===== src/rtl/shift_add_mult_4bit.sv =====
// shift_add_mult_4bit: 4x4 unsigned sequential shift-and-add multiplier.
// One 4-bit ripple-carry adder is reused for all four partial-product steps.
// After an operand pair is accepted, four CALC cycles follow, then a single
// DONE cycle that pulses done with P valid.
// Optional feature macro: MULT_ZERO_SKIP_EN. When it is defined, a zero
// operand jumps straight to DONE with P = 0 and busy never rises.

module RCA_4bit (
    input  logic [3:0] a,
    input  logic [3:0] b,
    input  logic       cin,
    output logic [3:0] s,
    output logic       cout
);

    logic [4:0] carry;

    // Bit-serial ripple of the carry through four full adders
    always_comb begin
        carry    = '0;
        s        = '0;
        carry[0] = cin;
        for (int unsigned i = 0; i < 4; i++) begin
            s[i]       = a[i] ^ b[i] ^ carry[i];
            carry[i+1] = (a[i] & b[i]) | (carry[i] & (a[i] ^ b[i]));
        end
        cout = carry[4];
    end

endmodule

module shift_add_mult_4bit (
    input  logic       clk,
    input  logic       rst_n,
    input  logic       start,
    input  logic [3:0] A,
    input  logic [3:0] B,
    output logic       busy,
    output logic       done,
    output logic [7:0] P
);

    localparam logic [1:0] IDLE = 2'd0;
    localparam logic [1:0] CALC = 2'd1;
    localparam logic [1:0] DONE = 2'd2;

    logic [1:0] state_q, state_d;
    logic [3:0] mcand_q, mcand_d;
    logic [3:0] mplr_q,  mplr_d;
    logic [7:0] acc_q,   acc_d;
    logic [1:0] cnt_q,   cnt_d;
    logic [7:0] p_q,     p_d;

    logic [3:0] addend;
    logic [3:0] sum;
    logic       cout;

    // Partial product for this step: the multiplicand when the current
    // multiplier LSB is set, otherwise zero
    always_comb begin
        addend = mplr_q[0] ? mcand_q : 4'h0;
    end

    RCA_4bit u_rca (
        .a    (acc_q[7:4]),
        .b    (addend),
        .cin  (1'b0),
        .s    (sum),
        .cout (cout)
    );

    // Next-state and datapath control
    always_comb begin
        state_d = state_q;
        mcand_d = mcand_q;
        mplr_d  = mplr_q;
        acc_d   = acc_q;
        cnt_d   = cnt_q;
        p_d     = p_q;

        case (state_q)
            IDLE: begin
                if (start) begin
                    mcand_d = A;
                    mplr_d  = B;
                    acc_d   = '0;
                    cnt_d   = '0;
`ifdef MULT_ZERO_SKIP_EN
                    if ((A == 4'h0) || (B == 4'h0)) begin
                        state_d = DONE;
                        p_d     = '0;
                    end else begin
                        state_d = CALC;
                    end
`else
                    state_d = CALC;
`endif
                end
            end
            CALC: begin
                // Carry out of the adder lands in acc[7]; the shift drops acc[0]
                acc_d  = {cout, sum, acc_q[3:1]};
                mplr_d = mplr_q >> 1;
                cnt_d  = cnt_q + 2'd1;
                if (cnt_q == 2'd3) begin
                    state_d = DONE;
                    p_d     = {cout, sum, acc_q[3:1]};
                end
            end
            DONE: begin
                state_d = IDLE;
            end
            default: begin
                state_d = IDLE;
            end
        endcase
    end

    // State registers with synchronous active-low reset
    always_ff @(posedge clk) begin
        if (!rst_n) begin
            state_q <= IDLE;
            mcand_q <= '0;
            mplr_q  <= '0;
            acc_q   <= '0;
            cnt_q   <= '0;
            p_q     <= '0;
        end else begin
            state_q <= state_d;
            mcand_q <= mcand_d;
            mplr_q  <= mplr_d;
            acc_q   <= acc_d;
            cnt_q   <= cnt_d;
            p_q     <= p_d;
        end
    end

    // Status outputs decode directly from the registered state
    always_comb begin
        busy = (state_q == CALC);
        done = (state_q == DONE);
        P    = p_q;
    end

endmodule


===== config.mk =====
export PLATFORM = sky130hd
export DESIGN_NAME = shift_add_mult_4bit
export DESIGN_NICKNAME = d
export VERILOG_FILES = /design/src/rtl/shift_add_mult_4bit.sv
export SDC_FILE = /design/constraint.sdc
export NUM_CORES = 1
export LEC_CHECK = 0
export CORE_MARGIN = 2
export CORE_UTILIZATION = 44
export DETAILED_ROUTE_END_ITERATION = 10
export PLACE_DENSITY = 0.71
export SKIP_LAST_GASP = 1
export SYNTH_ARGS = -nofsm -noshare
export SYNTH_HDL_FRONTEND = slang
export SYNTH_SLANG_ARGS = --single-unit

===== constraint.sdc =====
create_clock -name clk -period 2.2 [get_ports clk]
set_input_delay 0.44 -clock clk [delete_from_list [all_inputs] [get_ports clk]]
set_output_delay 0.44 -clock clk [all_outputs]
set_load 0.02 [all_outputs]

# Word level (Yosys, flattened, before mapping)
# Cells that the tools add are included.
[word_totals]
regBits = 28
inputBits = 11
output_inout_bits = 10
word_cells = 45
[classes]
addsub = 1
eq_ne = 5
muxes = 10
n_bitwise = 17
reduce_logical = 6
[op_table]
columns = ["cell", "count"]
rows = [
  ["$pmux W8 S2", 1],
  ["$mux W4", 2],
  ["$mux W8", 1],
  ["$pmux W2 S2", 2],
  ["$pmux W4 S2", 1],
  ["$reduce_and A2 Y1", 4],
  ["$and A1 B1 Y1", 7],
  ["$xor A1 B1 Y1", 7],
  ["$mux W2", 3],
  ["$eq A2 B2 Y1 const B", 2],
  ["$or A1 B1 Y1", 3],
  ["$add A2 B1 Y2 const B", 1],
  ["$eq A2 B1 Y1 const B", 1],
  ["$logic_not A2 Y1", 1],
  ["$ne A2 B1 Y1 const B", 1],
  ["$ne A2 B2 Y1 const B", 1],
  ["$reduce_bool A2 Y1", 1],
]

# Logic depth before layout (Yosys ltp)
# Gate-level depths: netlist of the first run.
[logic_depth]
word_depth = 9
mapped_depth = 8
mapped_depth_nobuf = 8

# Cells and area by module
# Synthesis of the first run repeated with hierarchy kept, for this count alone.
[unflattened]
hier_cells = 142
hier_area_um2 = 1321.3
[by_module_without_submodules]
columns = ["module", "n_inst", "cells_each", "area_per_inst_um2", "seq_area_each_um2"]
rows = [
  ["shift_add_mult_4bit", 1, 128, 1203.7, 540.5],
  ["RCA_4bit", 1, 14, 117.6, 0.0],
]

# Worst setup path before layout of the first run
# No wires, ideal clock.
[synth_timing]
kind = "register -> register"
from = "reg mplr_q[0]"
to = "reg acc_q[6]"
setup_time_ns = 0.115
t_arrival_ns = 2.106
required_time_ns = 2.085
slack_ns = -0.020
path_stages_with_launch = 9
path_buffers = 0
period_less_slack_ns = 2.220
cell_sequence = "dfxtp_1 > and2_1 > ha_1 > inv_1 > fa_1 > fa_1 > fa_1 > o22ai_1 > and2_1"
[synth_via]
elab_chain_len = 8
elab_cells_between_ends = 13
cone_classes = "2 x mux; 11 x bitwise"
[synth_rtl]
columns = ["element", "line", "rtl"]
rows = [
  ["start: declaration", "49", "logic [3:0] mplr_q, mplr_d;"],
  ["start signal: assignment", "131", "mplr_q <= mplr_d;"],
  ["$mux W4 *", "61", "addend = mplr_q[0] ? mcand_q : 4'h0;"],
  ["$and A1 B1 Y1 or $xor A1 B1 Y1 (tied branches)", "25", "carry[i+1] = (a[i] & b[i]) | (carry[i] & (a[i] ^ b[i]));"],
  ["$and A1 B1 Y1", "25", ""],
  ["$or A1 B1 Y1", "25", ""],
  ["$and A1 B1 Y1", "25", ""],
  ["$or A1 B1 Y1", "25", ""],
  ["$xor A1 B1 Y1 *", "24", "s[i] = a[i] ^ b[i] ^ carry[i];"],
  ["$pmux W8 S2 *", "81", "case (state_q)"],
  ["end signal: assignment", "125", "acc_q <= '0;"],
  ["end signal: assignment", "132", "acc_q <= acc_d;"],
  ["end: declaration", "50", "logic [7:0] acc_q, acc_d;"],
]
# Mark *: on every way between the ends. The rest lies on a longest branch, timed or not.
# A chain may end at the register's enable or synchronous reset.

# Final worst setup path of the first run
[layout_timing]
from = "reg mcand_q[0]"
to = "reg acc_q[6]"
[layout_via]
elab_chain_len = 8
[layout_rtl]
columns = ["element", "line", "rtl"]
rows = [
  ["start: declaration", "48", "logic [3:0] mcand_q, mcand_d;"],
  ["start signal: assignment", "130", "mcand_q <= mcand_d;"],
  ["$mux W4", "61", ""],
  ["$and A1 B1 Y1 (2 in a row)", "25", ""],
  ["$or A1 B1 Y1", "25", ""],
  ["$and A1 B1 Y1", "25", ""],
  ["$or A1 B1 Y1", "25", ""],
  ["$xor A1 B1 Y1", "24", ""],
  ["$pmux W8 S2", "81", ""],
]
# No other way between the ends.

==> results of run 1 <==
==> per-stage QoR <==
step	area [µm²]	setup TNS [ns]	setup WS, ns	std cells
2_1_floorplan	1180	0	0.0138	112
3_3_place_gp	1410	-0.00325	-0.00325	160
3_5_place_dp	1410	-0.0814	-0.0705	160
4_1_cts	1440	0	0.0145	164
5_1_grt	1460	-0.227	-0.112	164
6_report	1460	-0.0212	-0.0212	164
==> worst min-delay path, stage by stage, from the launching register on <==
cell,delay (ns)
dfxtp_1,0.34
o21ai_0,0.07
a21boi_1,0.06
==> timing repair <==
action | in CTS | in global routing
setup endpoints to repair | 2 | 2
pin swaps | 0 | 5
resized for setup | 3 | 4
==> cell usage after synthesis, types with 2 or more instances <==
cell      instances  share of area (%)
inv_1             4                1.3
o22ai_1           3                1.6
nand2_1          10                3.2
mux2i_1          10                8.5
a22oi_1           4                2.5
nor2b_1          14                7.4
ha_1              2                2.1
o211a_1           7                5.9
dfxtp_1          27                 46
and2_1            6                3.2
clkbuf_1          2               0.64
nor2_1            3               0.95
buf_6             2                1.9
fa_1              3                5.1
==> cells by family after synthesis <==
logic type | Yosys count | synth area share, %
AO/OA/AOI/OAI | 21 | 14.4
adder cells (fa/ha/maj) | 5 | 7.20
multiplexers | 10 | 8.47
flip-flops | 27 | 45.8
AND/OR/NAND/NOR | 38 | 19.0
buffers and inverters | 11 | 5.19
==> metal layers <==
layer | vias to the layer above | global-route usage [%] | part of all wire, %
li1 | 423 | - | -
met1 | 396 | 21.9 | 49
met2 | 21 | 21.9 | 44
met3 | 5 | 3.26 | 5.3
met4 | 0 | 8.16 | 2.4
met5 | - | 0 | 0
==> path summary, 6_finish.rpt <==
check	from	to	slack, ns
worst max-delay path	mcand_q[0]	acc_q[6]	-0.02
worst min-delay path	mplr_q[3]	mplr_q[3]	0.50
worst max register to register	mcand_q[0]	acc_q[6]	-0.02
worst min register to register	mplr_q[3]	mplr_q[3]	0.50
==> flip-flops by register name, indices dropped and copies added, names as in the netlist <==
signal   flops
P            8
acc_q        7
mcand_q      4
mplr_q       4
cnt_q        2
state_q      2
==> final cells by class <==
class / count / area (µm²) / share of cell area [%]
clock buffers: 4 / 26.3 / 1.81
inverters: 5 / 18.8 / 1.29
multi-input cells: 74 / 599 / 41.2
flip-flops and latches: 27 / 543 / 37.3
well taps: 30 / 37.5 / 2.58
repair buffers: 24 / 230 / 15.8
==> power by group <==
group | internal, mW | switching (mW) | total, mW
Clock | 0.0711 | 0.139 | 0.210
Sequential | 0.506 | 0.00926 | 0.515
Combinational | 0.0564 | 0.0488 | 0.105
==> impl_metrics.env, run 1 <==
export IMPL_critPathLaunchType="flip-flop"
export IMPL_synth_edf_count=0
export IMPL_htree_levels=1
export IMPL_floorplan_die_area_um2=3110
export IMPL_crit_type="reg -> reg"
export IMPL_hold_violations=0
export IMPL_holdWs_ns=0.503
export IMPL_nFillCells=216
export IMPL_syn_num_nets=128
export IMPL_cp_num_buf_inv=1
export IMPL_clk_latency_ns=0.32
export IMPL_cts_buffers_inserted=3
export IMPL_drt_initial_drc_count=22
export IMPL_die_width_um=55.8
export IMPL_power_leakage_nw=0.584
export IMPL_period_share_pct=101
export IMPL_start_util_pct=47.2
export IMPL_max_slew_margin_pct=63.3
export IMPL_crit_path_max_incr_delay_ns=0.53
export IMPL_hpwl_um=1500
export IMPL_fp_row_count=18
export IMPL_synthCells=112
export IMPL_cp_slowest_cell="fa_1"
export IMPL_yosys_warnings=0
export IMPL_period_needed_ns=2.22
export IMPL_status="finished with violations"
export IMPL_violations="setup timing"
export IMPL_drc=0
export IMPL_finalCoreUtilization_pct=58.2
export IMPL_ff2ff_path_depth=8
export IMPL_area_growth_pct=23.2
export IMPL_min_path_cells=2
export IMPL_grtUsageTotal_pct=15.4
export IMPL_io_buffers=20
export IMPL_clock_sinks=27
export IMPL_antenna_found_initial=0
export IMPL_clock_fmax_mhz=450
export IMPL_diodes=0
export IMPL_wl_um=2110
export IMPL_post_cts_buffers=0
export IMPL_tightest_slew_ns=0.551
export IMPL_nNetsFinal=151
export IMPL_synth_cell_type_count=29
export IMPL_drive_gt1_share_pct=11.9
export IMPL_wl_per_cell_um=12.9
export IMPL_peakVddDrop_uv=429
export IMPL_seq_area_frac_synth_pct=45.8
export IMPL_grt_pass1_vias=812
export IMPL_gp_congestion=0.720
export IMPL_vias=845
export IMPL_finalSetupViolCount=1
export IMPL_crit_fanout=2
export IMPL_grt_max_degree=28
export IMPL_hold_path_class="reg -> reg"
export IMPL_cts_tree="built"
export IMPL_via_per_inst=5.15
export IMPL_overflow=0
export IMPL_dieHeight_um=55.8
export IMPL_crit_family="adder cells"
export IMPL_setup_slack_ns=-0.0212
export IMPL_async_reset_ff_share_pct=0
export IMPL_ctsHoldBuffers=0
export IMPL_report_final_slew_viol_count=0
export IMPL_rsz0062_at_grt="true"
export IMPL_powerDensity_nw_per_um2=570
export IMPL_required_ns=2.43
export IMPL_cts_root_buf="clkbuf_4"
export IMPL_clock_skew_ns=0.00533
export IMPL_final_cell_mix="dfxtp_1 (25), clkdlybuf4s50_1 (20), nor2b_1 (14)"
export IMPL_crit_chain="and2_4, ha_4, inv_2, fa_2, fa_2, fa_1, o22ai_1, and2_1"
export IMPL_dr_pass1_iters=4
export IMPL_maxCapViolCount=0
export IMPL_clkTransAtPathRegs_ns=0.14
export IMPL_cp_depth=8
export IMPL_final_common_cell="dfxtp_1"
export IMPL_cts_max_path_buffers=2
export IMPL_syn_area_per_cell_um2=10.5
export IMPL_path_common_cell="fa_2"
export IMPL_ys_seq_elements=27
export IMPL_grt_pass1_wl_um=3770
export IMPL_coreArea_um2=2500
export IMPL_antenna_left=0
export IMPL_end_kind="flip-flop"
export IMPL_finalPower_uw=830
export IMPL_arrival_ns=2.45
export IMPL_synth_ff_type="dfxtp_1"
export IMPL_io_pins=21
export IMPL_synth_area_um2=1180
Power figures use the tool's default switching activity.
==> run 2: changes to the inputs <==
- CORE_UTILIZATION: 44 -> 46
- PLACE_DENSITY: 0.71 -> 0.74
==> run 2 against run 1 <==
The flow now finishes without violations. Design area is essentially flat. Non-clock buffer count did not move. Clock-buffer cell count shrank 1. Sequential power barely moved. Global-route usage up 0.24 points. Critical path depth did not move. Clock power about the same. First-iteration DRC count shrank 73%. Die area shrank 4.0%. Utilization grew 1.1 points. Combinational power hardly changed. Critical path type unchanged. Largest cell class unchanged. Largest power group unchanged.
==> impl_metrics.env, run 2 (synthesis results as in run 1) <==
export IMPL_peakVddDrop_uv=363
export IMPL_dieHeight_um=54.7
export IMPL_wl_um=2160
export IMPL_tightest_slew_ns=0.605
export IMPL_drive_gt1_share_pct=11.9
export IMPL_wl_per_cell_um=13.2
export IMPL_final_cell_mix="dfxtp_1 (25), clkdlybuf4s50_1 (20), nor2b_1 (14)"
export IMPL_area_growth_pct=23.3
export IMPL_cts_max_path_buffers=2
export IMPL_hold_violations=0
export IMPL_fin_cells=164
export IMPL_holdWs_ns=0.493
export IMPL_clock_skew_ns=0.0127
export IMPL_hpwl_um=1580
export IMPL_coreArea_um2=2450
export IMPL_rsz0062_at_grt="true"
export IMPL_crit_fanout=2
export IMPL_grt_pass1_wl_um=3390
export IMPL_multi_input_area_um2=599
export IMPL_critPathLaunchType="flip-flop"
export IMPL_drt_initial_drc_count=6
export IMPL_crit_type="reg -> reg"
export IMPL_clkTransAtPathRegs_ns=0.15
export IMPL_largest_reg_flops=8
export IMPL_post_cts_buffers=0
export IMPL_grt_pass1_vias=783
export IMPL_die_width_um=54.7
export IMPL_dr_pass1_iters=4
export IMPL_period_share_pct=98.3
export IMPL_reg2reg_slack_ns=0.04
export IMPL_hold_path_class="reg -> reg"
export IMPL_min_delay_start="mplr_q[3]"
export IMPL_gp_congestion=0.712
export IMPL_holdPathEnd="mplr_q[3]"
export IMPL_arrival_ns=2.40
export IMPL_r2r_start="mcand_q[0]"
export IMPL_finalSetupViolCount=0
export IMPL_antenna_found_initial=0
export IMPL_clock_sinks=27
export IMPL_vias=846
export IMPL_status="complete, no violations"
export IMPL_nFillCells=209
export IMPL_place_inst=160
export IMPL_fp_row_count=18
export IMPL_dp_slack_ns=-0.0651
export IMPL_post_dp_cell_area_um2=1410
export IMPL_clk_latency_ns=0.32
export IMPL_ctsHoldBuffers=0
export IMPL_seqCellArea_um2=543
export IMPL_regToRegEndpoint="acc_q[6]"
export IMPL_required_ns=2.43
export IMPL_cts_root_buf="clkbuf_4"
export IMPL_grt_max_degree=19
export IMPL_max_slew_margin_pct=59.5
export IMPL_cts_buffers_inserted=3
export IMPL_setup_slack_ns=0.0365
export IMPL_antenna_left=0
export IMPL_report_final_slew_viol_count=0
export IMPL_ff2ff_path_depth=8
export IMPL_maxCapViolCount=0
export IMPL_power_leakage_nw=0.587
export IMPL_floorplan_die_area_um2=2990
export IMPL_clock_fmax_mhz=462
export IMPL_cts_tree="built"
export IMPL_finalInstanceArea_um2=1460
export IMPL_final_common_cell="dfxtp_1"
export IMPL_htree_levels=1
export IMPL_diodes=0
export IMPL_finalCoreUtilization_pct=59.3
export IMPL_grtUsageTotal_pct=15.7
export IMPL_drc=0
export IMPL_io_buffers=20
export IMPL_end_kind="flip-flop"
export IMPL_overflow=0
export IMPL_io_pins=21
export IMPL_via_per_inst=5.16
export IMPL_start_util_pct=48.1
export IMPL_nNetsFinal=151
export IMPL_powerDensity_nw_per_um2=570
export IMPL_min_path_cells=2
export IMPL_period_needed_ns=2.16
[run 2: cell types whose count changed in the layout (fill, tap and decap cells not counted), sizes merged]
cell	change
clkbuf	-1
clkinv	+1
[run 2: how the worst max path moves through the flow]
stage / cells after the start / slack, ns / startpoint / to
2_1_floorplan: 8 / 0.01 / mplr_q[0] / acc_q[6]
3_3_place_gp: 8 / -0.01 / mcand_q[0] / acc_q[6]
3_5_place_dp: 8 / -0.07 / mcand_q[0] / acc_q[6]
4_1_cts: 8 / 0.02 / mcand_q[0] / acc_q[6]
5_1_grt: 8 / -0.05 / mcand_q[0] / acc_q[6]
6_report: 8 / 0.04 / mcand_q[0] / acc_q[6]
[run 2: area by class of cell]
type                       count  area share, %
clock buffer                   3           1.55
clock inverter                 1          0.344
inverter                       5           1.29
multi-input combinational     74           41.2
sequential                    27           37.3
tap                           30           2.58
timing repair buffer          24           15.8
[run 2: repair_timing]
item                       CTS  global route
cloned                       0             0
pin swaps                    0             0
hold endpoints to repair     0             0
setup endpoints to repair    2             2
resized for setup            3             3
[run 2: power breakdown]
part / internal (mW) / switching, mW / total [mW]
clock: 0.0680 / 0.140 / 0.208
sequential: 0.506 / 0.00912 / 0.515
combinational: 0.0567 / 0.0506 / 0.107
[run 2: per-layer routing]
metal  wire (µm)  global-route usage, %
met1        1050                   20.3
met2         998                   25.8
met3          99                   2.73
met4          11                   5.83
met5           0                      0
[run 2: per-stage QoR]
stage / TNS, ns / total power, mW
5_1_grt: -0.0460 / 0.867
4_1_cts: 0 / 0.835
3_5_place_dp: -0.0735 / 0.632
2_1_floorplan: 0 / 0.587
3_3_place_gp: -0.0114 / 0.628
6_report: 0 / 0.830
[run 2: critical path, cell delays in order, from the launching register on]
cell and delay, ns:
dfxtp_2 0.35, and2_4 0.14, ha_4 0.11, inv_1 0.04
fa_2 0.33, fa_2 0.34, fa_1 0.50, o22ai_1 0.08
and2_1 0.17
==> run 3: changes to the inputs <==
- PLACE_DENSITY: 0.74 -> 0.83
==> run 3 against run 2 <==
The flow now finishes with violations (setup timing). Combinational power fell by 6%. Critical path depth did not move. Register-to-register slack got worse by 0.07 ns. Total power rose by 0.42%. Final cell count did not move. Global-route usage rose by 1.7 points. Utilization rose by 0.10 points. Non-clock buffer count did not move. Clock power rose by 2%. Worst setup slack got worse by 0.069 ns. Die area did not move. Largest power group unchanged. Highest routed layer unchanged.
==> impl_metrics.env, run 3 (synthesis results as in run 1) <==
export IMPL_antenna_found_initial=0
export IMPL_drt_initial_drc_count=18
export IMPL_antenna_left=0
export IMPL_floorplan_die_area_um2=2990
export IMPL_period_needed_ns=2.23
export IMPL_via_per_inst=5.17
export IMPL_seqCellArea_um2=544
export IMPL_post_cts_buffers=0
export IMPL_fin_cells=164
export IMPL_final_cell_mix="dfxtp_1 (24), clkdlybuf4s50_1 (19), nor2b_1 (14)"
export IMPL_holdWs_ns=0.491
export IMPL_finalSetupTns_ns=-0.0603
export IMPL_powerDensity_nw_per_um2=571
export IMPL_coreArea_um2=2450
export IMPL_place_inst=160
export IMPL_required_ns=2.44
export IMPL_maxCapViolCount=0
export IMPL_clkTransAtPathRegs_ns=0.13
export IMPL_fp_row_count=18
export IMPL_diodes=0
export IMPL_end_kind="flip-flop"
export IMPL_drc=0
export IMPL_post_dp_cell_area_um2=1410
export IMPL_setup_slack_ns=-0.0327
export IMPL_grt_pass1_wl_um=3620
export IMPL_grt_max_degree=15
export IMPL_ctsHoldBuffers=0
export IMPL_start_util_pct=48.1
export IMPL_violations="setup timing"
export IMPL_clock_sinks=27
export IMPL_period_share_pct=101
export IMPL_largest_reg_flops=8
export IMPL_vias=848
export IMPL_critPathLaunchType="flip-flop"
export IMPL_hold_path_class="reg -> reg"
export IMPL_max_slew_margin_pct=64.1
export IMPL_drive_gt1_share_pct=12.7
export IMPL_nNetsFinal=151
export IMPL_cts_root_buf="clkbuf_4"
export IMPL_dr_pass1_iters=4
export IMPL_arrival_ns=2.47
export IMPL_rsz0062_at_grt="true"
export IMPL_power_leakage_nw=0.593
export IMPL_nFillCells=220
export IMPL_report_final_slew_viol_count=0
export IMPL_crit_type="reg -> reg"
export IMPL_peakVddDrop_uv=462
export IMPL_multi_input_area_um2=599
export IMPL_finalInstanceArea_um2=1460
export IMPL_hold_violations=0
export IMPL_wl_um=2270
export IMPL_die_width_um=54.7
export IMPL_io_pins=21
export IMPL_clock_skew_ns=0.00456
export IMPL_finalSetupViolCount=2
export IMPL_wl_per_cell_um=13.8
export IMPL_cts_tree="built"
export IMPL_area_growth_pct=23.5
export IMPL_min_path_cells=2
export IMPL_ff2ff_path_depth=8
export IMPL_reg2reg_slack_ns=-0.03
export IMPL_hpwl_um=1720
export IMPL_status="finished with violations"
export IMPL_grt_pass1_vias=819
export IMPL_gp_congestion=0.752
export IMPL_crit_fanout=2
export IMPL_dieHeight_um=54.7
export IMPL_clock_fmax_mhz=448
export IMPL_htree_levels=1
export IMPL_final_common_cell="dfxtp_1"
export IMPL_clk_latency_ns=0.33
export IMPL_cts_max_path_buffers=2
export IMPL_tightest_slew_ns=0.539
export IMPL_grtUsageTotal_pct=17.4
export IMPL_cts_buffers_inserted=3
export IMPL_overflow=0
export IMPL_io_buffers=20
## run 3: timing repair
action / CTS / global route
endpoints found under the setup margin: 4 / 4
pin swaps: 0 / 7
resized for setup: 4 / 5
gates cloned: 0 / 0
## run 3: power breakdown
group	internal, mW	switching, mW	total, mW	leakage (nW)
logic	0.0555	0.0457	0.101	0.357
registers	0.506	0.0135	0.520	0.221
clock network	0.0713	0.142	0.213	0.0150
## run 3: final cells by class
| type | instances | share of cell area, % |
|---|---|---|
| clock buffer | 4 | 1.80 |
| inverter | 5 | 1.29 |
| multi-input combinational | 74 | 41.1 |
| sequential | 27 | 37.3 |
| tap | 30 | 2.57 |
| timing repair buffer | 24 | 16.0 |
## run 3: path summary, 6_finish.rpt
kind,startpoint,endpoint
hold / removal,mplr_q[3],mplr_q[3]
hold reg to reg,mplr_q[3],mplr_q[3]
setup / recovery,mplr_q[0],acc_q[6]
setup reg to reg,mplr_q[0],acc_q[6]
## run 3: worst max-delay path, cell delays in order (launching register included)
cell and delay, ns:
dfxtp_2 0.36, and2_4 0.15, ha_4 0.12, inv_2 0.04, fa_2 0.36, fa_2 0.37
fa_1 0.53, o22ai_1 0.07, and2_1 0.15
## run 3: metal layers
| metal | track usage (%) | part of all wire (%) |
|---|---|---|
| met3 | 1.64 | 2.7 |
| met1 | 20.9 | 45 |
| met5 | 0 | 0 |
| met2 | 29.6 | 50 |
| met4 | 10.8 | 2.6 |
## run 3: metrics by stage
step	power, mW	setup WS, ns	utilization [%]
2_1_floorplan	0.587	0.0138	-
3_3_place_gp	0.626	-0.00251	57.3
3_5_place_dp	0.630	-0.125	57.3
4_1_cts	0.843	-0.0295	58.7
5_1_grt	0.867	-0.0994	59.4
6_report	0.834	-0.0327	59.4
